===== config.mk =====
export PLATFORM = sky130hd
export DESIGN_NAME = cbd_poly_collector_flat
export DESIGN_NICKNAME = d
export VERILOG_FILES = /design/src/rtl/cbd_poly_collector_if.sv /design/src/rtl/cbd_poly_collector.sv /design/src/flat_wrapper.sv
export SDC_FILE = /design/constraint.sdc
export NUM_CORES = 2
export LEC_CHECK = 0
export CORE_ASPECT_RATIO = 0.7
export CORE_UTILIZATION = 50
export CTS_BUF_LIST = sky130_fd_sc_hd__clkbuf_8
export DETAILED_ROUTE_END_ITERATION = 10
export GPL_TIMING_DRIVEN = 1
export PLACE_DENSITY = 0.71
export SKIP_CTS_REPAIR_TIMING = 1
export SLEW_MARGIN = 20
export SYNTH_ARGS = -nofsm -noshare
export SYNTH_HDL_FRONTEND = slang
export SYNTH_SLANG_ARGS = --single-unit

===== constraint.sdc =====
create_clock -name clk -period 5.4 [get_ports clk]
set_input_delay 1.08 -clock clk [delete_from_list [all_inputs] [get_ports clk]]
set_output_delay 1.08 -clock clk [all_outputs]
set_load 0.05 [all_outputs]

===== src/rtl/cbd_poly_collector_if.sv =====
// Bundle between the CBD polynomial collector and its sampler/consumer side.
// Signal prefixes are from the collector's point of view: i_ into it, o_ out of it.
interface cbd_poly_collector_if #(
  parameter int COEFF_W = 12,
  parameter int WORDS   = 64
);
  localparam int DATA_W = 4 * COEFF_W;
  localparam int AW     = $clog2(WORDS);
  localparam int CW     = $clog2(WORDS) + 1;

  logic              i_go;
  logic              o_smp_start;
  logic              i_smp_valid;
  logic [DATA_W-1:0] i_smp_data;
  logic              i_release;
  logic [AW-1:0]     i_rd_addr;
  logic [DATA_W-1:0] o_rd_data;
  logic              o_poly_valid;
  logic              o_busy;
  logic [CW-1:0]     o_word_cnt;
  logic              o_range_err;
  logic              o_overflow;

  modport slave (
    input  i_go, i_smp_valid, i_smp_data, i_release, i_rd_addr,
    output o_smp_start, o_rd_data, o_poly_valid, o_busy, o_word_cnt,
           o_range_err, o_overflow
  );

  modport master (
    output i_go, i_smp_valid, i_smp_data, i_release, i_rd_addr,
    input  o_smp_start, o_rd_data, o_poly_valid, o_busy, o_word_cnt,
           o_range_err, o_overflow
  );
endinterface


===== src/rtl/cbd_poly_collector.sv =====
// Collects one 256-coefficient eta=2 CBD polynomial from the sampler stream,
// maps negative coefficients into [0,Q) and serves it on a registered read port.
module cbd_poly_collector #(
  parameter int Q       = 3329,
  parameter int COEFF_W = 12,
  parameter int WORDS   = 64
) (
  input logic                  clk,
  input logic                  reset,
  cbd_poly_collector_if.slave  bus
);
  localparam int DATA_W = 4 * COEFF_W;
  localparam int AW     = $clog2(WORDS);
  localparam int CW     = $clog2(WORDS) + 1;

  typedef enum logic [1:0] {S_IDLE, S_REQ, S_COLLECT, S_FULL} state_t;

  state_t            r_state;
  logic [CW-1:0]     r_word_cnt;
  logic              r_smp_start;
  logic              r_poly_valid;
  logic              r_busy;
  logic              r_range_err;
  logic              r_overflow;
  logic [DATA_W-1:0] r_rd_data;
  logic [DATA_W-1:0] r_mem [WORDS];

  logic [DATA_W-1:0] w_mapped;
  logic              w_bad;
  logic              w_accept;

  // Negative two's-complement coefficients wrap to c+Q; 12-bit truncation is the mod 2^12.
  function automatic logic [COEFF_W-1:0] f_map(input logic signed [COEFF_W-1:0] c);
    logic [COEFF_W-1:0] u;
    logic [COEFF_W-1:0] q_w;
    u   = c;
    q_w = COEFF_W'(Q);
    return c[COEFF_W-1] ? (u + q_w) : u;
  endfunction

  // An eta=2 CBD sample can only be one of -2..2.
  function automatic logic f_legal(input logic signed [COEFF_W-1:0] c);
    logic signed [COEFF_W-1:0] lo;
    logic signed [COEFF_W-1:0] hi;
    lo = COEFF_W'(-2);
    hi = COEFF_W'(2);
    return (c >= lo) && (c <= hi);
  endfunction

  assign w_accept = bus.i_smp_valid && ((r_state == S_REQ) || (r_state == S_COLLECT));

  // Map all four coefficients of the incoming word and flag any illegal encoding.
  always_comb begin
    w_mapped = '0;
    w_bad    = 1'b0;
    for (int j = 0; j < 4; j++) begin
      w_mapped[j*COEFF_W +: COEFF_W] = f_map(bus.i_smp_data[j*COEFF_W +: COEFF_W]);
      if (!f_legal(bus.i_smp_data[j*COEFF_W +: COEFF_W])) w_bad = 1'b1;
    end
  end

  // Collection control: sampler request, word counting, sticky error flags.
  always_ff @(posedge clk or posedge reset) begin
    if (reset) begin
      r_state      <= S_IDLE;
      r_word_cnt   <= '0;
      r_smp_start  <= 1'b0;
      r_poly_valid <= 1'b0;
      r_busy       <= 1'b0;
      r_range_err  <= 1'b0;
      r_overflow   <= 1'b0;
    end else begin
      case (r_state)
        S_IDLE: begin
          if (bus.i_go) begin
            r_state     <= S_REQ;
            r_word_cnt  <= '0;
            r_range_err <= 1'b0;
            r_overflow  <= 1'b0;
            r_smp_start <= 1'b1;
            r_busy      <= 1'b1;
          end else if (bus.i_smp_valid) begin
            r_overflow  <= 1'b1;
          end
        end
        S_REQ: begin
          if (bus.i_smp_valid) begin
            r_state     <= S_COLLECT;
            r_word_cnt  <= r_word_cnt + 1'b1;
            r_range_err <= r_range_err | w_bad;
          end
        end
        S_COLLECT: begin
          if (bus.i_smp_valid) begin
            r_word_cnt  <= r_word_cnt + 1'b1;
            r_range_err <= r_range_err | w_bad;
            if (r_word_cnt == CW'(WORDS - 1)) begin
              r_state      <= S_FULL;
              r_smp_start  <= 1'b0;
              r_busy       <= 1'b0;
              r_poly_valid <= 1'b1;
            end
          end
        end
        S_FULL: begin
          // A late word (e.g. the sampler's trailing word) is dropped, not stored.
          if (bus.i_smp_valid) r_overflow <= 1'b1;
          if (bus.i_release) begin
            r_state      <= S_IDLE;
            r_poly_valid <= 1'b0;
          end
        end
        default: r_state <= S_IDLE;
      endcase
    end
  end

  // Coefficient buffer write; contents carry no reset.
  always_ff @(posedge clk) begin
    if (w_accept) r_mem[r_word_cnt[AW-1:0]] <= w_mapped;
  end

  // Registered read port, one-cycle latency, independent of state.
  always_ff @(posedge clk or posedge reset) begin
    if (reset) r_rd_data <= '0;
    else       r_rd_data <= r_mem[bus.i_rd_addr];
  end

  assign bus.o_smp_start  = r_smp_start;
  assign bus.o_poly_valid = r_poly_valid;
  assign bus.o_busy       = r_busy;
  assign bus.o_word_cnt   = r_word_cnt;
  assign bus.o_range_err  = r_range_err;
  assign bus.o_overflow   = r_overflow;
  assign bus.o_rd_data    = r_rd_data;
endmodule

===== src/flat_wrapper.sv =====
// flat-port wrapper written by rule: the top's interface ports become plain ports
module cbd_poly_collector_flat 
#(
  parameter int Q       = 3329,
  parameter int COEFF_W = 12,
  parameter int WORDS   = 64
)
  (clk, reset, bus_i_go, bus_i_smp_valid, bus_i_smp_data, bus_i_release, bus_i_rd_addr, bus_o_smp_start, bus_o_rd_data, bus_o_poly_valid, bus_o_busy, bus_o_word_cnt, bus_o_range_err, bus_o_overflow);
  cbd_poly_collector_if #(.COEFF_W(COEFF_W), .WORDS(WORDS)) bus_i ();
  input logic clk;
  input logic reset;
  input wire logic [$bits(bus_i.i_go)-1:0] bus_i_go;
  input wire logic [$bits(bus_i.i_smp_valid)-1:0] bus_i_smp_valid;
  input wire logic [$bits(bus_i.i_smp_data)-1:0] bus_i_smp_data;
  input wire logic [$bits(bus_i.i_release)-1:0] bus_i_release;
  input wire logic [$bits(bus_i.i_rd_addr)-1:0] bus_i_rd_addr;
  output wire logic [$bits(bus_i.o_smp_start)-1:0] bus_o_smp_start;
  output wire logic [$bits(bus_i.o_rd_data)-1:0] bus_o_rd_data;
  output wire logic [$bits(bus_i.o_poly_valid)-1:0] bus_o_poly_valid;
  output wire logic [$bits(bus_i.o_busy)-1:0] bus_o_busy;
  output wire logic [$bits(bus_i.o_word_cnt)-1:0] bus_o_word_cnt;
  output wire logic [$bits(bus_i.o_range_err)-1:0] bus_o_range_err;
  output wire logic [$bits(bus_i.o_overflow)-1:0] bus_o_overflow;
  assign bus_i.i_go = bus_i_go;
  assign bus_i.i_smp_valid = bus_i_smp_valid;
  assign bus_i.i_smp_data = bus_i_smp_data;
  assign bus_i.i_release = bus_i_release;
  assign bus_i.i_rd_addr = bus_i_rd_addr;
  assign bus_o_smp_start = bus_i.o_smp_start;
  assign bus_o_rd_data = bus_i.o_rd_data;
  assign bus_o_poly_valid = bus_i.o_poly_valid;
  assign bus_o_busy = bus_i.o_busy;
  assign bus_o_word_cnt = bus_i.o_word_cnt;
  assign bus_o_range_err = bus_i.o_range_err;
  assign bus_o_overflow = bus_i.o_overflow;
  cbd_poly_collector #(.Q(Q), .COEFF_W(COEFF_W), .WORDS(WORDS)) u_core (.clk(clk), .reset(reset), .bus(bus_i));
endmodule

==> key figures <==
Status
  • Status: finished clean

Floorplanning
  • Core area: between 200000 and 250000 µm²
  • Die width: around 600 µm
  • Full die area: around 240000 µm²
  • Starting Density: around 50%
  • IO Pins: between 100 and 150
  • Row count: 149
  • Die H: ~400 µm

Clock network
  • Reg clk slew, reported paths: 0.06 ns
  • CTS Root Cell: clkbuf_8
  • Longest Clk Path Bufs: 4
  • Clk_lat worst skew: 1.03 ns
  • TritonCTS clock tree: done
  • Cts bufs inserted: 439
  • CTS sink cnt: 3133
  • H-tree Lvls: 5

Power
  • NetSw: 0.0117 W
  • Internal: 0.0367 W
  • Worst VDD drop: 0.000377 V
  • Leakage: 42.5 nW
  • Net Sw Frac: 24.2%
  • Sequential Power Share: a little under three fifths
  • Clock network fraction of total power: 35.1%
  • Power Dens Cells: 359 nW/µm²
  • Logic pwr share: slightly below 8%

Yosys
  • Cell Area, Synth: roughly 120000 µm²
  • Yosys warning total: 0
  • Post-synth EDFFs: 3072
  • Cells after Synth: 5266
  • Synth unique cells: 49
  • Synthesized Nets: 5342
  • Register area share after synthesis: around 79%
  • Largest area contributor in the netlist: edfxtp_1
  • Syn_area_per_cell: 22.7 µm²
  • Seq cells post-synth: 3133
  • Yosys top cell area share: a little under 80%
  • Largest cells by area after synthesis: edfxtp_1 77%, mux4_2 14%, dfrtp_1 1.3%, a22oi_1 0.81%, mux2i_1 0.70%
  • Post-synth top flop: edfxtp_1
  • Synth async-reset ratio: about 1.9%

Worst setup path
  • Top delay family on crit path: buffers and inverters
  • Worst Path Arrival: roughly 2.8 ns
  • CP max-delay cell: clkdlybuf4s50_1
  • CP Class: flop to primary output
  • Buf/Inv on CP: 1
  • Worst Setup End Kind: primary output
  • R2r startpoint: u_core.r_state[0]
  • Nature of the critical path startpoint: flop
  • Crit path required time: about 4.3 ns
  • Worst-path cell chain: clkdlybuf4s50_1
  • Max FO, Critical Path: 13
  • Slowest stage delay, CP: around 0.94 ns
  • CP Launch Point: u_core.bus.o_word_cnt[0]

Placement
  • Routability cong.: between 0.8 and 0.9
  • Detailed placement HPWL: 191000 µm
  • Port bufs: 118
  • Setup WS pre-CTS: around 1.1 ns

STA
  • Final setup fails: 0
  • Final worst path period need: around 3.9 ns
  • Worst Slack Setup Final: 1.54 ns
  • F_max: between 200 and 300 MHz
  • Unrepaired setup endpoints after global routing: no
  • Final hold viol count: 0
  • Worst Max-Slew Pin Slew: roughly 1.2 ns
  • Setup TNS: 0 ns
  • Crit share post-route: 71.4%
  • Worst slew margin: 18.5%
  • Clk_skew: 0.0852 ns
  • Final slew viol count: 0

Route
  • Initial DRC count: 10400
  • DR DRC count: 0
  • Via density: 6.64
  • First-pass DRT Iterations: 6
  • Antenna Nets Post-Route: 0
  • Total wire length: 334000 µm
  • Avg WL per Cell: 35.8 µm
  • Via count: about 62000

Worst hold path
  • Hold Path Class: flop to flop
  • Hold Crit Start: u_core.bus.o_poly_valid

Global routing
  • M1 GR Usage: 41.7%
  • GRT met2 Usage: around 39%
  • Initial antenna violation count: 15
  • Number of global-route vias before repair: 60500
  • Grt peak-use layer: met1
  • GRT Overall Usage: 27.7%
  • Grt total ovfl: 0
  • Met3 GRT Util: 9.11%
  • Largest net degree at the start of global routing: 68
  • First-pass GRT wire length: 464000 µm

Job
  • Max-cap viol count: 0

Finish
  • Layout cells sized above 1: around 28%
  • Area Overhead vs Synth: 12.9%
  • Nets: 5888
-- stage by stage --
| step | area [µm²] | util (%) | cells | power (W) | hold slack (ns) |
|---|---|---|---|---|---|
| after floorplan | 119000 | - | 5266 | 0.0302 | 0.567 |
| after detailed placement | 127000 | 53.6 | 8539 | 0.0318 | 0.510 |
| after global routing | 135000 | 57.0 | 9330 | 0.0497 | 0.558 |
| after CTS | 135000 | 56.9 | 9326 | 0.0485 | 0.527 |
| after global placement | 127000 | 53.6 | 8537 | 0.0317 | 0.515 |
| final | 135000 | 57.0 | 9332 | 0.0484 | 0.528 |
-- registers in the layout, summed over array words and instances (netlist names) --
register,flops
u_core.r_mem,3072
u_core.bus.o_poly_valid,1
u_core.bus.o_smp_start,1
u_core.bus.o_range_err,1
u_core.bus.o_rd_data,48
u_core.bus.o_overflow,1
u_core.r_state,2
u_core.bus.o_word_cnt,7
-- cells by family after synthesis --
group | share of synthesized area, %
flops | 78.6
mux | 14.8
compound gates | 2.91
simple gates | 1.90
buf+inv | 1.37
xor+xnor | 0.301
fa+ha+maj | 0.178
-- synthesized netlist by cell type (3+ instances only) --
cell,number
mux4_2,735
buf_4,44
and3_1,46
inv_1,26
edfxtp_1,3072
buf_6,21
dfrtp_1,61
o221ai_1,85
nor4_1,20
xnor2_1,30
o21ai_0,11
nor2b_1,58
a31o_2,3
buf_2,84
a21oi_1,23
nand2_1,97
nor3_1,18
a211oi_1,36
mux2i_1,84
a22oi_1,128
nand4_1,19
o22a_1,3
o2111a_1,3
o22ai_1,118
buf_1,20
nand3_1,59
a2111oi_2,6
mux2_2,19
xor2_1,11
a221oi_1,41
or2_2,7
and4_1,5
clkbuf_1,125
ha_1,17
nor2_1,100
nand2b_1,14
-- power groups by stage --
stage	clock (W)	sequential (W)	combinational, W
floorplan	0	0.0283	0.00190
global placement	0	0.0281	0.00369
detailed placement	0	0.0281	0.00377
CTS	0.0171	0.0276	0.00378
global route	0.0182	0.0276	0.00397
finish	0.0170	0.0276	0.00383
-- layout make-up --
cell class / instances / area (µm²)
Antenna cell: 3 / 7.51
Clock buffer: 457 / 6290
Clock inverter: 330 / 1570
Fill cell: 16900 / 102000
Inverter: 26 / 100
Multi-Input combinational cell: 1813 / 24900
Sequential cell: 3133 / 93800
Tap cell: 3171 / 3970
Timing Repair Buffer: 399 / 4090
-- per-layer routing --
metal | part of all wire [%] | wire (µm)
met2 | 43 | 145000
met1 | 39 | 129000
met5 | 0.019 | 63
met3 | 15 | 51600
met4 | 2.6 | 8670
-- layout by cell type, fill, tap and decap left out, types with 10 or more instances in the layout --
| cell | count |
|---|---|
| edfxtp_1 | 3072 |
| mux4_2 | 735 |
| clkbuf_8 | 457 |
| buf_4 | 222 |
| inv_1 | 188 |
| a22oi_1 | 128 |
| o22ai_1 | 118 |
| clkdlybuf4s50_1 | 113 |
| nand2_1 | 95 |
| clkinv_1 | 93 |
| o221ai_1 | 85 |
| mux2i_1 | 83 |
| nor2_4 | 63 |
| dfrtp_1 | 61 |
| nand3_1 | 59 |
| buf_12 | 56 |
| nor2b_1 | 52 |
| clkinv_2 | 48 |
| and3_1 | 46 |
| a221oi_1 | 41 |
| nor2_1 | 37 |
| a211oi_1 | 35 |
| xnor2_2 | 29 |
| a21oi_1 | 20 |
| nor4_1 | 20 |
| nand4_1 | 19 |
| mux2_2 | 19 |
| nor3_1 | 16 |
| ha_1 | 16 |
| nand2b_1 | 11 |
| clkinvlp_4 | 11 |
| o21ai_0 | 10 |
-- path summary, 6_finish.rpt --
kind / to / slack, ns / depth (start not counted)
worst min register to register: u_core.bus.o_poly_valid / 0.53 / 1
max in group asynchronous: u_core.bus.o_rd_data[34] / 3.43 / 3
worst max register to register: u_core.r_mem[3][0] / 1.68 / 7
worst min-delay path: u_core.bus.o_poly_valid / 0.53 / 1
worst max-delay path: bus_o_word_cnt[0] / 1.54 / 1
min in group asynchronous: u_core.r_state[0] / 0.59 / 2
No activity file was read; power rests on OpenSTA's default activity.
